--- config.mk ---
export PLATFORM = sky130hd
export DESIGN_NAME = fb_port_arbiter
export DESIGN_NICKNAME = d
export VERILOG_FILES = /design/src/rtl/fb_pkg.sv /design/src/rtl/fb_fill_seq.sv /design/src/rtl/fb_port_arbiter.sv
export SDC_FILE = /design/constraint.sdc
export NUM_CORES = 1
export LEC_CHECK = 0
export CORE_AREA = 8 8 103 105
export DETAILED_ROUTE_END_ITERATION = 8
export DIE_AREA = 0 0 111 113
export GPL_ROUTABILITY_DRIVEN = 0
export PLACE_DENSITY = 0.68
export SYNTH_ARGS = -nofsm -noshare
export SYNTH_HDL_FRONTEND = slang
export SYNTH_HIERARCHICAL = 1
export SYNTH_SLANG_ARGS = --single-unit
--- constraint.sdc ---
create_clock -name clk -period 2.45 [get_ports clk]
set_clock_uncertainty 0.05 [all_clocks]
set_input_delay 0.49 -clock clk [delete_from_list [all_inputs] [get_ports clk]]
set_output_delay 0.49 -clock clk [all_outputs]
set_load 0.005 [all_outputs]
--- src/rtl/fb_pkg.sv ---
// Shared constants, logo bitmap and state type for the NES frame buffer write-port arbiter.
// The logo bitmap is referenced only when FB_LOGO_EN is defined.
package fb_pkg;

    localparam int FB_W      = 256;
    localparam int FB_H      = 240;
    localparam int FB_ADDR_W = 16;

    localparam int LOGO_X0 = 96;
    localparam int LOGO_Y0 = 212;
    localparam int LOGO_W  = 65;
    localparam int LOGO_H  = 13;

    // Row 0 is the top logo row; bit 64 of each row is its leftmost pixel.
    localparam logic [LOGO_W-1:0] LOGO_ROM [LOGO_H] = '{
        65'h1_E3C7_1E38_F1C7_8E3F,
        65'h1_0844_2140_8A24_4821,
        65'h1_0844_2140_8A24_4821,
        65'h1_0844_2140_8A24_4821,
        65'h1_E847_3E38_8BC4_4E3F,
        65'h1_0844_2004_8A24_4821,
        65'h1_0844_2004_8A24_4821,
        65'h1_0844_2004_8A24_4821,
        65'h1_0FC7_3E38_F1C7_8FE1,
        65'h0_0000_0000_0000_0000,
        65'h1_FFFF_FFFF_FFFF_FFFF,
        65'h0_0000_0000_0000_0000,
        65'h1_5555_5555_5555_5555
    };

    typedef enum logic {
        FILL = 1'b0,
        RUN  = 1'b1
    } fb_state_t;

    function automatic logic [FB_ADDR_W-1:0] xy_addr(input logic [7:0] x, input logic [7:0] y);
        return {y, x};
    endfunction

endpackage

--- src/rtl/fb_fill_seq.sv ---
// Fill address sequencer: raster x/y counter over the visible area, latched fill colour and
// optional logo overlay (FB_LOGO_EN). start restarts at 0x0000; step advances one pixel.
module fb_fill_seq
    import fb_pkg::*;
#(
    parameter logic [5:0] DEFAULT_BG = 6'd13,
    parameter logic [5:0] LOGO_COLOR = 6'd4
) (
    input  logic                 clk,
    input  logic                 rst_n,
    input  logic                 start,
    input  logic                 step,
    input  logic [5:0]           fill_color,
    output logic [FB_ADDR_W-1:0] addr,
    output logic [5:0]           data,
    output logic                 last
);

    logic [7:0] x_q, x_d;
    logic [7:0] y_q, y_d;
    logic [5:0] color_q, color_d;

    assign last = (x_q == 8'(FB_W - 1)) && (y_q == 8'(FB_H - 1));
    assign addr = xy_addr(x_q, y_q);

    always_comb begin
        x_d     = x_q;
        y_d     = y_q;
        color_d = color_q;
        if (start) begin
            x_d     = 8'd0;
            y_d     = 8'd0;
            color_d = fill_color;
        end else if (step) begin
            if (x_q == 8'(FB_W - 1)) begin
                x_d = 8'd0;
                y_d = last ? 8'd0 : y_q + 8'd1;
            end else begin
                x_d = x_q + 8'd1;
            end
        end
    end

    // After reset the sequencer is already positioned for the default-colour fill.
    always_ff @(posedge clk or negedge rst_n) begin
        if (!rst_n) begin
            x_q     <= 8'd0;
            y_q     <= 8'd0;
            color_q <= DEFAULT_BG;
        end else begin
            x_q     <= x_d;
            y_q     <= y_d;
            color_q <= color_d;
        end
    end

`ifdef FB_LOGO_EN
    logic [7:0] dx;
    logic [7:0] dy;
    logic       in_logo;
    logic       logo_bit;

    always_comb begin
        dx       = x_q - 8'(LOGO_X0);
        dy       = y_q - 8'(LOGO_Y0);
        in_logo  = (x_q >= 8'(LOGO_X0)) && (x_q <= 8'(LOGO_X0 + LOGO_W - 1)) &&
                   (y_q >= 8'(LOGO_Y0)) && (y_q <= 8'(LOGO_Y0 + LOGO_H - 1));
        logo_bit = 1'b0;
        if (in_logo) begin
            logo_bit = LOGO_ROM[dy[3:0]][7'(LOGO_W - 1) - dx[6:0]];
        end
        data = (in_logo && logo_bit) ? LOGO_COLOR : color_q;
    end
`else
    logic unused_logo;

    assign data        = color_q;
    assign unused_logo = ^LOGO_COLOR;
`endif

endmodule

--- src/rtl/fb_port_arbiter.sv ---
// Write-port scheduler for the 256x240x6 NES frame buffer: NES pixels, fill sequencer, host.
// Optional logo overlay in fills is enabled by defining FB_LOGO_EN.
module fb_port_arbiter
    import fb_pkg::*;
#(
    parameter logic [5:0] DEFAULT_BG = 6'd13,
    parameter logic [5:0] LOGO_COLOR = 6'd4
) (
    input  logic                 clk,
    input  logic                 resetn,
    input  logic [5:0]           color,
    input  logic [8:0]           cycle,
    input  logic [8:0]           scanline,
    input  logic                 fill_req,
    input  logic [5:0]           fill_color,
    input  logic                 host_valid,
    output logic                 host_ready,
    input  logic [15:0]          host_addr,
    input  logic [5:0]           host_data,
    output logic                 fb_we,
    output logic [FB_ADDR_W-1:0] fb_addr,
    output logic [5:0]           fb_wdata,
    output logic                 busy,
    output logic [7:0]           drop_cnt
);

    fb_state_t state_q, state_d;

    logic [8:0]           r_scanline_q, r_scanline_d;
    logic [8:0]           r_cycle_q, r_cycle_d;
    logic                 fb_we_q, fb_we_d;
    logic [FB_ADDR_W-1:0] fb_addr_q, fb_addr_d;
    logic [5:0]           fb_wdata_q, fb_wdata_d;
    logic                 busy_q, busy_d;
    logic [7:0]           drop_cnt_q, drop_cnt_d;

    logic                 pix_hit;
    logic                 fill_start;
    logic                 fill_step;
    logic [FB_ADDR_W-1:0] fill_addr;
    logic [5:0]           fill_data;
    logic                 fill_last;

    fb_fill_seq #(
        .DEFAULT_BG (DEFAULT_BG),
        .LOGO_COLOR (LOGO_COLOR)
    ) u_fill_seq (
        .clk        (clk),
        .rst_n      (resetn),
        .start      (fill_start),
        .step       (fill_step),
        .fill_color (fill_color),
        .addr       (fill_addr),
        .data       (fill_data),
        .last       (fill_last)
    );

    // A pixel is new whenever the PPU position moved and lies inside the visible area.
    assign r_scanline_d = scanline;
    assign r_cycle_d    = cycle;
    assign pix_hit      = ((scanline != r_scanline_q) || (cycle != r_cycle_q)) &&
                          (scanline < 9'(FB_H)) && !cycle[8];

    // Host handshake: a write is taken in any cycle where host_valid && host_ready; host_ready
    // is combinational and only high in RUN without a pixel, so a refused request just waits.
    always_comb begin
        state_d    = state_q;
        fb_we_d    = 1'b0;
        fb_addr_d  = fb_addr_q;
        fb_wdata_d = fb_wdata_q;
        busy_d     = busy_q;
        drop_cnt_d = drop_cnt_q;
        host_ready = 1'b0;
        fill_start = 1'b0;
        fill_step  = 1'b0;
        case (state_q)
            FILL: begin
                fill_step  = 1'b1;
                fb_we_d    = 1'b1;
                fb_addr_d  = fill_addr;
                fb_wdata_d = fill_data;
                if (pix_hit && (drop_cnt_q != 8'hFF)) begin
                    drop_cnt_d = drop_cnt_q + 8'd1;
                end
                if (fill_last) begin
                    state_d = RUN;
                    busy_d  = 1'b0;
                end
            end
            RUN: begin
                host_ready = !pix_hit;
                if (pix_hit) begin
                    fb_we_d    = 1'b1;
                    fb_addr_d  = xy_addr(cycle[7:0], scanline[7:0]);
                    fb_wdata_d = color;
                end else if (host_valid) begin
                    fb_we_d    = 1'b1;
                    fb_addr_d  = host_addr;
                    fb_wdata_d = host_data;
                end
                // The write decided above still lands; the fill begins next cycle.
                if (fill_req) begin
                    state_d    = FILL;
                    busy_d     = 1'b1;
                    fill_start = 1'b1;
                end
            end
        endcase
    end

    always_ff @(posedge clk or negedge resetn) begin
        if (!resetn) begin
            state_q      <= FILL;
            r_scanline_q <= 9'd0;
            r_cycle_q    <= 9'd0;
            fb_we_q      <= 1'b0;
            fb_addr_q    <= '0;
            fb_wdata_q   <= 6'd0;
            busy_q       <= 1'b1;
            drop_cnt_q   <= 8'd0;
        end else begin
            state_q      <= state_d;
            r_scanline_q <= r_scanline_d;
            r_cycle_q    <= r_cycle_d;
            fb_we_q      <= fb_we_d;
            fb_addr_q    <= fb_addr_d;
            fb_wdata_q   <= fb_wdata_d;
            busy_q       <= busy_d;
            drop_cnt_q   <= drop_cnt_d;
        end
    end

    assign fb_we    = fb_we_q;
    assign fb_addr  = fb_addr_q;
    assign fb_wdata = fb_wdata_q;
    assign busy     = busy_q;
    assign drop_cnt = drop_cnt_q;

endmodule

==> results.cfg <==
[die]
die-area_sq_um = 12500
dieHeight_microns = 113
rows = 35
pin_count = 89
core_sq_um = 8980
die_width_microns = 111
start_util_pct = 39.2

[sta]
timing.final.hold_violations = 0
max_freq_ghz = 0.422
maxSlewViolCount = 0
period_minus_slack_ns = 2.37
timing.hold.ws_ns = 0.0733
setup-tns-final_ns = 0
maxSlewHeadroom_pct = 63.2
tightest_slew_ns = 0.552
setup_viol = 0
finalWorstSetupSlack_ns = 0.0830
final.period_utilization_pct = 96.6
grt_setup_unrepaired = false

[layout]
diodes = 0
final.fill_count = 777
area_growth_pct = 40.3
finalNonFillerCells = 528
drive_gt1_share_pct = 22.1
nNetsFinal = 471
final_core_util_pct = 55.0
fin_area_sq_um = 4940
seqCellArea_sq_um = 1830
multi_input_area_sq_um = 1610

[route]
vias = 2742
drt_pass1_iterations = 4
wl_microns = 9240
drc = 0
drt-initial-drc-count = 62
wl_per_cell_microns = 17.5
viasPerCell = 5.19
antenna_left = 0

[synth]
synth_edf_count = 0
synthCells = 294
async_reset_ff_share_pct = 100
synth-compound-area-share_pct = 14.0
synthAdderAreaFrac_pct = 1.07
synth_area_per_cell_sq_um = 12.0
synth_top_family_by_area = compound AO/OA/AOI/OAI gates
synthMuxAreaShare_pct = 8.60
synth_xor_xnor_area_share_pct = 7.71
yosys_warnings = 6
ys_types = 46
synthesis.area_sq_um = 3520
yosys_register_bits = 73
synth-main-ff-cell = dfrtp_1
synth-seq-area-share_pct = 52.0
syn-num-nets = 353
synth_simple_gate_area_share_pct = 13.5

[cts]
cts_sinks = 73
cts_max_level = 3
clk_pin_slew_ns = 0.08
cts_tree = yes
clk_latency_ns = 0.34
numCtsBuffers = 9
clockRootBuffer = clkbuf_8
cts_hold_buf = 0
clk_path_buf_depth = 2

[run]
max_cap_violations = 0

[global_routing]
grt.overflow.total = 0
grtUsageTotal_pct = 14.8
grt_max_degree = 34
antenna_found_initial = 0
first_global_vias = 2883
grt_pass1_wl_microns = 15000

[critical_path]
endpoint_kind = output port
arrival_ns = 1.83
r2r_slack_ns = 0.13
critPathLaunchType = input port
worst-path-max-fanout = 2
worstPathRequired_ns = 1.91
crit_type = in2out
ff2ff_path_depth = 8

[pwr]
irDropWorstVdd_mv = 0.429
power_mw = 3.99
power_leakage_nw = 2.19
cellPowerDensity_nw_per_um2 = 808

[placement]
dp.cells = 510
dpl_worst_slack_ns = -0.559
hpwl_microns = 6960
io_buffer_count = 88
placed_area_sq_um = 4670

[min_path]
hp-class = in2async

[run_status]
status = complete, no violations
[cells in the mapped netlist, types with 2 or more instances]
cell      number  area share, %
dfrtp_1       69             49
xor2_1        24            6.0
a22oi_1       22            4.7
mux2i_1       22            6.3
o21ai_2       19            4.7
nand2_1       15            1.6
nand3_1       10            1.4
nand4_1        9            1.6
nor2_1         9           0.96
a21oi_1        8            1.1
o21ai_0        8            1.1
xnor2_1        7            1.7
clkbuf_1       6           0.64
mux2_2         6            1.9
and3_1         5           0.89
dfstp_2        4            3.0
nand2b_1       4           0.71
nor3_1         4           0.57
a31oi_1        3           0.53
and2_1         3           0.53
buf_4          3           0.64
ha_1           3            1.1
inv_1          3           0.32
and4_1         2           0.50
buf_12         2            1.1
nand3b_1       2           0.43
nor4_2         2           0.71
or3_1          2           0.36
[worst max-delay path, cell delays in order]
cell and delay, ns:
dlygate4sd2_1 0.25, xor2_1 0.15, nor4_2 0.35, nand2_1 0.17, o21ai_4 0.17, and2_1 0.13
buf_2 0.12
[state kept, by name, indices dropped and copies added (netlist names)]
signal           count
drop_cnt             8
state_q              1
u_fill_seq/y_q       8
busy                 1
fb_wdata             6
fb_we                1
fb_addr             16
u_fill_seq/data      6
u_fill_seq/x_q       8
r_scanline_q         9
r_cycle_q            9
[final timing paths]
| path | end | start |
|---|---|---|
| max in group asynchronous | r_scanline_q[6]$_DFF_PN0_ | resetn |
| hold reg to reg | busy$_DFFE_PN1P_ | busy$_DFFE_PN1P_ |
| hold / removal | r_cycle_q[0]$_DFF_PN0_ | resetn |
| setup reg to reg | fb_addr[14]$_DFFE_PN0P_ | r_scanline_q[2]$_DFF_PN0_ |
| setup / recovery | host_ready | scanline[2] |
| min in group clk | r_cycle_q[2]$_DFF_PN0_ | cycle[2] |
[cell usage in the layout (no fill, tap or decap), types with 9 or more instances in the layout]
master	n
clkbuf_8	10
buf_4	30
mux2i_1	22
o21ai_2	19
dfrtp_1	69
nand4_1	9
xor2_1	21
dlygate4sd2_1	16
nand3_1	10
a22oi_1	22
nor2_1	9
clkdlybuf4s50_1	70
nand2_1	15
[power breakdown]
part / total (mW) / switching (mW) / internal [mW]
Clock: 1.15 / 0.452 / 0.703
Combinational: 1.08 / 0.428 / 0.649
Sequential: 1.76 / 0.268 / 1.49
[kinds of logic after synthesis]
logic type	after synthesis
adder cells (fa/ha/maj)	3
AND/OR/NAND/NOR	78
buffers and inverters	16
multiplexers	29
AO/OA/AOI/OAI	64
XOR/XNOR	31
flip-flops	73
[metal layers]
layer,vias to the layer above,share of wire (%),GRT usage [%]
li1,1306,-,-
met1,1363,45,18.4
met2,66,49,23.7
met3,7,5.0,4.81
met4,0,0.94,4.86
met5,-,0,0
[final cells by class]
type | instances | area share (%)
clock buffers | 11 | 2.86
clock inverters | 5 | 2.08
inverters | 4 | 0.304
multi-input cells | 205 | 32.6
flip-flops and latches | 73 | 37.1
well taps | 111 | 2.81
repair buffers | 119 | 22.2
[repair_timing]
item | in CTS | in global routing
pin swaps | 8 | 1
resized for setup | 24 | 0
setup buffers | 2 | 0
endpoints found under the setup margin | 3 | 2
(Power assumes the default switching activity.)
